### src/rtl/otter_perf_pkg.sv
// Shared definitions for the OTTER performance monitor: register map, FSM states,
// counter indices and trace depth.
package otter_perf_pkg;

  localparam logic [5:0] OFF_CTRL    = 6'h00;
  localparam logic [5:0] OFF_WATCH   = 6'h04;
  localparam logic [5:0] OFF_LIMIT   = 6'h08;
  localparam logic [5:0] OFF_CYCLES  = 6'h0C;
  localparam logic [5:0] OFF_STALLS  = 6'h10;
  localparam logic [5:0] OFF_FLUSHES = 6'h14;
  localparam logic [5:0] OFF_HITS    = 6'h18;
  localparam logic [5:0] OFF_STATUS  = 6'h1C;

  localparam int TRACE_DEPTH = 8;

  // Order of the saturating counters inside the top-level counter array
  localparam int NUM_CNT     = 4;
  localparam int CNT_CYCLES  = 0;
  localparam int CNT_STALLS  = 1;
  localparam int CNT_FLUSHES = 2;
  localparam int CNT_HITS    = 3;

  typedef enum logic [1:0] {
    DISABLED = 2'b00,
    RUNNING  = 2'b01,
    FROZEN   = 2'b10
  } perf_state_t;

endpackage

### src/rtl/perf_trace_buf.sv
// Circular branch-target trace buffer; reads are indexed newest-first and
// slots not yet written since the last clear read as zero.
module perf_trace_buf
  import otter_perf_pkg::*;
#(
  parameter int W = 32
) (
  input  logic                           clk,
  input  logic                           rst_n,
  input  logic                           clr,
  input  logic                           push,
  input  logic [W-1:0]                   push_data,
  input  logic [$clog2(TRACE_DEPTH)-1:0] rd_idx,
  output logic [W-1:0]                   rd_data
);

  localparam int PW = $clog2(TRACE_DEPTH);

  logic [W-1:0]  mem [TRACE_DEPTH];
  logic [PW-1:0] wr_ptr_reg;
  logic [PW:0]   fill_reg;
  logic [PW-1:0] rd_slot;

  always_ff @(posedge clk) begin
    if (!rst_n || clr) begin
      wr_ptr_reg <= '0;
      fill_reg   <= '0;
    end else if (push) begin
      wr_ptr_reg <= wr_ptr_reg + PW'(1);
      if (fill_reg != (PW+1)'(TRACE_DEPTH))
        fill_reg <= fill_reg + (PW+1)'(1);
    end
  end

  always_ff @(posedge clk) begin
    if (rst_n && !clr && push)
      mem[wr_ptr_reg] <= push_data;
  end

  // Newest entry sits one slot behind the write pointer
  assign rd_slot = wr_ptr_reg - PW'(1) - rd_idx;
  assign rd_data = ({1'b0, rd_idx} < fill_reg) ? mem[rd_slot] : '0;

endmodule

### src/rtl/otter_perf_monitor.sv
// IOBUS-mapped pipeline performance counters and PC watchpoint for the OTTER.
// Define PERF_TRACE_EN to add the 8-entry branch-target trace at offsets 0x20-0x3C.
module otter_perf_monitor
  import otter_perf_pkg::*;
#(
  parameter logic [31:0] BASE_ADDR = 32'h1100_0100,
  parameter int          CNT_W     = 32
) (
  input  logic        CLK,
  input  logic        RST_N,
  input  logic [31:0] PC,
  input  logic        PC_ADV,
  input  logic        LD_USE_STALL,
  input  logic        BRANCH_TAKEN,
  input  logic [31:0] IOBUS_ADDR,
  input  logic [31:0] IOBUS_OUT,
  input  logic        IOBUS_WR,
  output logic [31:0] PERF_RD,
  output logic        WATCH_HIT
);

  perf_state_t      state_reg;
  logic             en_reg;
  logic             freeze_on_hit_reg;
  logic [31:0]      watch_addr_reg;
  logic [31:0]      hit_limit_reg;
  logic             watch_hit_reg;

  logic             in_win;
  logic [5:0]       off;
  logic             wr_any;
  logic             wr_ctrl;
  logic             clr;
  logic             running;
  logic [NUM_CNT-1:0] evt;
  logic [CNT_W-1:0] cnt [NUM_CNT];
  logic [CNT_W-1:0] hits_next;
  logic             limit_reached;
  logic             freeze;
  logic [31:0]      rd_data;
  logic [31:0]      trace_rd;

  assign in_win  = (IOBUS_ADDR[31:6] == BASE_ADDR[31:6]);
  assign off     = IOBUS_ADDR[5:0];
  assign wr_any  = IOBUS_WR && in_win;
  assign wr_ctrl = wr_any && (off == OFF_CTRL);
  assign clr     = wr_ctrl && IOBUS_OUT[1];
  assign running = (state_reg == RUNNING);

  assign evt[CNT_CYCLES]  = running;
  assign evt[CNT_STALLS]  = running && LD_USE_STALL;
  assign evt[CNT_FLUSHES] = running && BRANCH_TAKEN;
  assign evt[CNT_HITS]    = running && PC_ADV && !LD_USE_STALL && (PC == watch_addr_reg);

  // Saturating counters; a clear in the same cycle as an event wins
  genvar gi;
  generate
    for (gi = 0; gi < NUM_CNT; gi++) begin : g_cnt
      logic [CNT_W-1:0] count_reg;
      always_ff @(posedge CLK) begin
        if (!RST_N || clr)
          count_reg <= '0;
        else if (evt[gi] && (count_reg != '1))
          count_reg <= count_reg + CNT_W'(1);
      end
      assign cnt[gi] = count_reg;
    end
  endgenerate

  // Value HITS will hold after this edge, so the limit is seen on the reaching edge
  assign hits_next = clr ? '0 :
                     (evt[CNT_HITS] && (cnt[CNT_HITS] != '1)) ? cnt[CNT_HITS] + CNT_W'(1) :
                     cnt[CNT_HITS];
  assign limit_reached = (hit_limit_reg != '0) && (32'(hits_next) == hit_limit_reg);
  assign freeze        = evt[CNT_HITS] && limit_reached && freeze_on_hit_reg;

  always_ff @(posedge CLK) begin
    if (!RST_N) begin
      state_reg         <= DISABLED;
      en_reg            <= 1'b0;
      freeze_on_hit_reg <= 1'b0;
      watch_addr_reg    <= '0;
      hit_limit_reg     <= '0;
      watch_hit_reg     <= 1'b0;
      PERF_RD           <= '0;
    end else begin
      PERF_RD       <= rd_data;
      watch_hit_reg <= clr ? 1'b0 : (watch_hit_reg | limit_reached);
      if (wr_ctrl) begin
        en_reg            <= IOBUS_OUT[0];
        freeze_on_hit_reg <= IOBUS_OUT[2];
      end
      if (wr_any && (off == OFF_WATCH)) watch_addr_reg <= IOBUS_OUT;
      if (wr_any && (off == OFF_LIMIT)) hit_limit_reg  <= IOBUS_OUT;
      case (state_reg)
        DISABLED: if (wr_ctrl && IOBUS_OUT[0]) state_reg <= RUNNING;
        RUNNING: begin
          if (wr_ctrl && !IOBUS_OUT[0]) state_reg <= DISABLED;
          else if (freeze)              state_reg <= FROZEN;
        end
        FROZEN: begin
          if (wr_ctrl && !IOBUS_OUT[0]) state_reg <= DISABLED;
          else if (clr)                 state_reg <= RUNNING;
        end
        default: state_reg <= DISABLED;
      endcase
    end
  end

`ifdef PERF_TRACE_EN
  perf_trace_buf #(.W(32)) u_trace (
    .clk       (CLK),
    .rst_n     (RST_N),
    .clr       (clr),
    .push      (running && BRANCH_TAKEN),
    .push_data (PC),
    .rd_idx    (off[4:2]),
    .rd_data   (trace_rd)
  );
`else
  assign trace_rd = '0;
`endif

  always_comb begin
    rd_data = '0;
    if (in_win) begin
      case (off)
        OFF_CTRL:    rd_data = {29'b0, freeze_on_hit_reg, 1'b0, en_reg};
        OFF_WATCH:   rd_data = watch_addr_reg;
        OFF_LIMIT:   rd_data = hit_limit_reg;
        OFF_CYCLES:  rd_data = 32'(cnt[CNT_CYCLES]);
        OFF_STALLS:  rd_data = 32'(cnt[CNT_STALLS]);
        OFF_FLUSHES: rd_data = 32'(cnt[CNT_FLUSHES]);
        OFF_HITS:    rd_data = 32'(cnt[CNT_HITS]);
        OFF_STATUS:  rd_data = {29'b0, watch_hit_reg, state_reg};
        default:     rd_data = (off[5] && (off[1:0] == 2'b00)) ? trace_rd : '0;
      endcase
    end
  end

  assign WATCH_HIT = watch_hit_reg;

endmodule

### config.mk
export PLATFORM = sky130hd
export DESIGN_NAME = otter_perf_monitor
export DESIGN_NICKNAME = d
export VERILOG_FILES = /design/src/rtl/otter_perf_pkg.sv /design/src/rtl/perf_trace_buf.sv /design/src/rtl/otter_perf_monitor.sv
export SDC_FILE = /design/constraint.sdc
export NUM_CORES = 1
export LEC_CHECK = 0
export ABC_AREA = 1
export BUFFER_PORTS_ARGS = -buffer_cell sky130_fd_sc_hd__buf_2
export CORE_MARGIN = 2
export CORE_UTILIZATION = 50
export CTS_BUF_LIST = sky130_fd_sc_hd__clkbuf_2
export DETAILED_ROUTE_END_ITERATION = 6
export GPL_TIMING_DRIVEN = 0
export PLACE_DENSITY = 0.69
export SLEW_MARGIN = 20
export SYNTH_ARGS = -nofsm -noshare
export SYNTH_HDL_FRONTEND = slang
export SYNTH_SLANG_ARGS = --single-unit
### constraint.sdc
create_clock -name CLK -period 2.5 [get_ports CLK]
set_clock_uncertainty 0.1 [all_clocks]
set_input_delay 0 -clock CLK [delete_from_list [all_inputs] [get_ports CLK]]
set_output_delay 0 -clock CLK [all_outputs]
set_load 0.02 [all_outputs]
# Word-level counts from Yosys, hierarchy flattened

Index checks and enable logic that the tools add are counted.

Bitwise operators: 2
Reduce and logical (&&, ||, !) cells: 29
Multiplexer cells: 9
Equality and inequality tests: 19
$add $sub $neg: 4

Operator list:

| operator                                               | count |
|---|---|
| case mux 32 bit (8 select lines)                       | 1 |
| adder 32 x 1 -> 32 bit (second input constant)         | 4 |
| != test 32 bit (second input constant)                 | 4 |
| equality test 32 bit                                   | 2 |
| two-way mux 32 bit                                     | 2 |
| nonzero test 32 bit                                    | 1 |
| equality test 26 x 23 -> 1 bit (second input constant) | 1 |
| equality test 6 x 5 -> 1 bit (second input constant)   | 4 |
| logical AND 1 bit                                      | 19 |
| equality test 6 x 4 -> 1 bit (second input constant)   | 2 |
| two-way mux 2 bit                                      | 5 |
| equality test 6 x 3 -> 1 bit (second input constant)   | 1 |
| zero test 6 bit                                        | 1 |
| case mux 2 bit (3 select lines)                        | 1 |
| zero test 1 bit                                        | 3 |
| != test 3 x 1 -> 1 bit (second input constant)         | 1 |
| != test 3 bit (second input constant)                  | 1 |
| AND reduction 3 bit                                    | 1 |
| equality test 2 x 1 -> 1 bit (second input constant)   | 1 |
| equality test 2 bit (second input constant)            | 1 |
| zero test 2 bit                                        | 1 |
| != test 2 bit (second input constant)                  | 1 |
| AND reduction 2 bit                                    | 1 |
| OR reduction 2 bit                                     | 1 |
| 3 further kinds                                        | 3 |

Bits of input ports: 102
Word-level logic and storage cells: 74
Bits in registers: 229
Output and inout port bits: 33

# Depth between registers and ports, before layout

Word-level depth: 14
Mapped depth: 23
Gate-level depth less buffers: 22

# Worst setup path after synthesis

Ideal clock, no wire load.

Path kind: register to register
Start: register g_cnt[3].count_reg[0]
End: register state_reg[1]
Path slack: 137 ps
Required time: 2,338 ps
Clock period less this slack: 2,363 ps
Stages on the path, launching flop included: 23
Buffers on the path: 1
Arrival: 2,201 ps
Library setup time: 62 ps
Cells stage by stage: dfxtp_1 ha_1 nand2_1 nor2_2 nand2_4 nor2_8 nand3_4 buf_6 nand2_2 inv_2 nand3_2 nand2_1 nand3_2 nand2_1 nand2_1 nand2_1 nor2_1 nand3_1 nor2_2 nand3_1 nand2_1 nand2_1 nor2_2

Cells in the longest elaborated chain, start to end: 10
Elaborated cells on any way between the ends: 11
Classes of those cells: add/sub (1); eq/ne (3); mux (2); reduce/logical (5)

RTL lines:

| item                                                                           | RTL line                 | RTL |
|---|---|---|
| start, declared                                                                | otter_perf_monitor.sv:59 | `logic [CNT_W-1:0] count_reg;` |
| start signal, assigned                                                         | otter_perf_monitor.sv:64 | `count_reg <= count_reg + CNT_W'(1);` |
| parallel branches: the longest is 2 deep, another holds adder 32 x 1 -> 32 bit | -                        |  |
| two-way mux 32 bit *                                                           | otter_perf_monitor.sv:72 | `(evt[CNT_HITS] && (cnt[CNT_HITS] != '1)) ? cnt[CNT_HITS] + CNT_W'(1) :` |
| two-way mux 32 bit *                                                           | otter_perf_monitor.sv:71 | `assign hits_next = clr ? '0 :` |
| equality test 32 bit *                                                         | otter_perf_monitor.sv:74 | `assign limit_reached = (hit_limit_reg != '0) && (32'(hits_next) == hit_limit_reg);` |
| logical AND 1 bit *                                                            | otter_perf_monitor.sv:74 |  |
| logical AND 1 bit * (2 in a row)                                               | otter_perf_monitor.sv:75 | `assign freeze = evt[CNT_HITS] && limit_reached && freeze_on_hit_reg;` |
| != test 3 x 1 -> 1 bit (no source line) *                                      | -                        |  |
| AND reduction 3 bit (no source line) *                                         | -                        |  |
| end signal, assigned                                                           | otter_perf_monitor.sv:79 | `state_reg <= DISABLED;` |
| end signal, assigned                                                           | otter_perf_monitor.sv:96 | `DISABLED: if (wr_ctrl && IOBUS_OUT[0]) state_reg <= RUNNING;` |
| end signal, assigned                                                           | otter_perf_monitor.sv:98 | `if (wr_ctrl && !IOBUS_OUT[0]) state_reg <= DISABLED;` |
| end, declared                                                                  | otter_perf_monitor.sv:22 | `perf_state_t state_reg;` |

Mark *: on every way between the ends.
A chain may end at the register's enable or synchronous reset.

# Worst setup path after layout

Start: register watch_addr_reg[2]
End: register state_reg[1]

Cells in the longest elaborated chain, start to end: 11

RTL lines:

| item                                      | RTL line                 | RTL |
|---|---|---|
| start, declared                           | otter_perf_monitor.sv:25 | `logic [31:0] watch_addr_reg;` |
| start signal, assigned                    | otter_perf_monitor.sv:82 | `watch_addr_reg <= '0;` |
| start signal, assigned                    | otter_perf_monitor.sv:93 | `if (wr_any && (off == OFF_WATCH)) watch_addr_reg <= IOBUS_OUT;` |
| equality test 32 bit *                    | otter_perf_monitor.sv:53 | `assign evt[CNT_HITS] = running && PC_ADV && !LD_USE_STALL && (PC == watch_addr_reg);` |
| logical AND 1 bit *                       | otter_perf_monitor.sv:53 |  |
| logical AND 1 bit                         | otter_perf_monitor.sv:72 |  |
| two-way mux 32 bit                        | otter_perf_monitor.sv:72 |  |
| two-way mux 32 bit                        | otter_perf_monitor.sv:71 |  |
| equality test 32 bit                      | otter_perf_monitor.sv:74 |  |
| logical AND 1 bit                         | otter_perf_monitor.sv:74 |  |
| logical AND 1 bit * (2 in a row)          | otter_perf_monitor.sv:75 |  |
| != test 3 x 1 -> 1 bit (no source line) * | -                        |  |
| AND reduction 3 bit (no source line) *    | -                        |  |

Every way passes the cells marked *; elsewhere a longest branch is shown, timed or not.

==> metrics.md <==
| Metric | Value |
|---|---|
| Max reg flops | 128 |
| Pint | 4.852 mW |
| Initial core utilization | 50.69% |
| Die Wd | 166.1 um |
| Die Ht | 166.1 um |
| Largest net degree at the start of global routing | 17 |
| Mapped Cells | 2031 |
| Share of cells above drive strength 1 | 26.48% |
| Final Non-Filler Cells | 2907 |
| DR iter-0 viols | 2248 |
| Yosys cell types | 51 |
| Die area | 27580 sq um |
| I/O pin cnt | 135 |
| Hold WS | -0.02956 ns |
| RSZ-0062 raised after global routing | true |
| Combinational Power Share | 8.8% |
| Crit end category | flip-flop |
| Total Power | 6.928 mW |
| Via count | 17260 |
| GRT Util Overall | 42.62% |
| H-tree depth | 2 |
| Sw frac | 29.97% |
| Vias in the first global route | 15800 |
| Syn_nets | 2137 |
| Routed WL per cell | 21.78 um |
| Critical path type | reg -> reg |
| Nets | 2626 |
| Min-Delay Path Class | in -> reg |
| Antenna viol nets, final | 0 |
| Max-slew violation count | 0 |
| Number of flops mapped to enable cells by yosys | 0 |
| Pwr dens | 376.2 nW/um^2 |
| Crit path top cell by count | nand2_1 |
| DRT Wirelength | 63.31 mm |
| Max frequency | 336.9 MHz |
| Cell area after layout | 18420 sq um |
| Initial antenna violation count | 4 |
| Routability cong. | 1.010 |
| Synth area leaders | dfxtp_1, nand2_1, inv_1 |
| Startpoint types | flip-flop |
| CP Max Fanout | 7 |
| Dpl ws | -0.9734 ns |
| CP cell instances | inv_1, nand2_1, nand2_2, nor2_1, nand2_1, nor2_2, nand2_2, nor2_8, buf_6, buf_4, nand3_1, nand2_1, nand3_2, nand2_1, nand2_1, clkinv_1, nand2_1, nor2_2, nand3_2, nor2_2, nand3_2, nand2_2, nand2_2, nor2_2 |
| Slew HR | 47.47% |
| First-pass GRT wire length | 90.94 mm |
| Power share of the clock group | 39.1% |
| Via density per instance | 5.938 |
| Top_reg_cell synth | dfxtp_1 |
| Post-synth ARST share | 0% |
| Worst path max stage delay | 0.35 ns |
| Cell taking the most area after synthesis | dfxtp_1 |
| Crit path DAT | 3.74 ns |
| Fin crit share | 118.7% |
| Worst-margin pin slew | 0.7880 ns |
| DR DRC count | 0 |
| Worst-path cell with the longest stage delay | dfxtp_2 |
| Clock root cell | clkbuf_2 |
| Initial DRT Pass Iterations | 7 |
| #FFs+latches synth | 229 |
| Clock slew at reported path FFs | 0.12 ns |
| TritonCTS Sinks | 229 |
| Dpl cell area | 14220 sq um |
| Leakage | 7.553 nW |
| Post-route setup TNS | -3.058 ns |
| Port Buffers | 134 |
| Req. time, crit path | 3.27 ns |
| Peak supply drop | 0.3829 mV |
| Placeable Area | 25910 sq um |
| Clk_lat worst skew | 0.94 ns |
| Post-Syn Area | 13130 sq um |
| Synthesis warning total | 0 |
| Syn_area_per_cell | 6.467 sq um |
| Sequential fraction of design power | 52.2% |
| Violated checks | negative hold slack, negative setup slack |
| Post-layout min period | 2.969 ns |
| Final setup margin | -0.4686 ns |
| Area share of the largest cell type after synthesis | 34.91% |
| Inst Count DP | 2500 |
| Commonest cells after routing, fill and taps aside | nand2_1, inv_1, nor2_1 |
| Post-Route Utilization | 71.07% |
| Max Cap Viol | 0 |
| Grt ovf | 0 |
| Cts bufs inserted | 61 |
| Commonest non-fill, non-tap cell in the layout | nand2_1 |
| Setup violators final | 14 |
| Synth-to-Final Area Change | 40.21% |
| Outcome | finished with violations |
| Final Hold Viols | 1 |
| Sequential fraction of the synthesis area | 34.91% |
| DP HPWL | 43.97 mm |
| Net Sw Power | 2.076 mW |
| CTS Buffer Depth | 3 |
| Clock tree from TritonCTS | done |
| # rows | 59 |
-- path summary, 6_finish.rpt --
path,from,endpoint,slack [ns],depth (start not counted)
worst max-delay path,watch_addr_reg[2],state_reg[1],-0.47,24
worst min register to register,g_cnt[1].count_reg[1],g_cnt[1].count_reg[1],0.39,2
worst max register to register,watch_addr_reg[2],state_reg[1],-0.47,24
worst min-delay path,IOBUS_ADDR[26],watch_addr_reg[31],-0.03,9
-- synth_stat cells (2+ instances only) --
| library cell | instances |
|---|---|
| a211oi_1 | 4 |
| a21oi_1 | 165 |
| a221oi_1 | 18 |
| a22oi_1 | 26 |
| a31oi_1 | 11 |
| a41oi_1 | 5 |
| buf_1 | 3 |
| buf_2 | 6 |
| buf_4 | 2 |
| buf_6 | 4 |
| clkbuf_1 | 47 |
| clkinv_1 | 6 |
| dfxtp_1 | 229 |
| ha_1 | 4 |
| inv_1 | 267 |
| inv_2 | 17 |
| nand2_1 | 471 |
| nand2_2 | 10 |
| nand3_1 | 89 |
| nand3_2 | 7 |
| nand3_4 | 2 |
| nand4_1 | 97 |
| nor2_1 | 239 |
| nor2_2 | 13 |
| nor2_4 | 2 |
| nor2_8 | 3 |
| nor3_1 | 49 |
| nor3_2 | 5 |
| nor3b_1 | 2 |
| nor4_1 | 20 |
| o211ai_1 | 2 |
| o21a_1 | 7 |
| o21ai_0 | 102 |
| o21ai_1 | 2 |
| o21bai_1 | 5 |
| o221ai_1 | 2 |
| o22ai_1 | 26 |
| or2_2 | 4 |
| or3_1 | 2 |
| xnor2_1 | 13 |
| xor2_1 | 33 |
-- what timing repair did --
action                                  in CTS  in global routing
pin swaps                                   44                 76
buffers inserted                            80                 52
resized for setup                          196                156
hold buffers                               158                  1
endpoints found under the hold margin      200                  1
gates cloned                                 4                  0
endpoints found under the setup margin      57                150
-- cell families after synthesis --
group	synth area share, %
and+or+nand+nor	34.92
AOI/OAI and AO/OA	16.32
buffers and inverters	10.40
DFF	34.91
xor gates and xnor gates	3.068
adders and majority gates	0.3811
-- area by class of cell --
class	instances	area, sq um
Buffer	62	296.5
Timing Repair Buffer	425	3344
Tap cell	335	419.2
Sequential cell	229	4726
Clock buffer	87	435.4
Clock inverter	24	103.9
Inverter	290	1107
Antenna cell	4	10.01
Multi-Input combinational cell	1451	7973
Fill cell	2161	7496
-- metal layers --
metal	track usage (%)	wire length (um)	vias to the layer above
met5	0	0	-
met4	23.63	4443	0
met3	9.080	7197	313
met2	65.51	27000	1262
met1	55.87	24680	7921
li1	-	-	7765
-- power by group through the flow --
stage / Combinational (mW) / Sequential, mW / Clock [mW]
final: 0.607 / 3.61 / 2.71
after global routing: 0.637 / 3.62 / 2.89
after CTS: 0.525 / 3.62 / 2.68
after detailed placement: 0.346 / 3.73 / 0
after global placement: 0.344 / 3.73 / 0
after floorplan: 0.163 / 3.73 / 0
-- critical path: cells and delay by family (launching register included) --
family                 cells  cell delay [ns]
buffers and inverters      4             0.41
flip-flops                 1             0.35
AND/OR/NAND/NOR           20             2.04
Note: power is estimated with default switching activity, not from simulation.
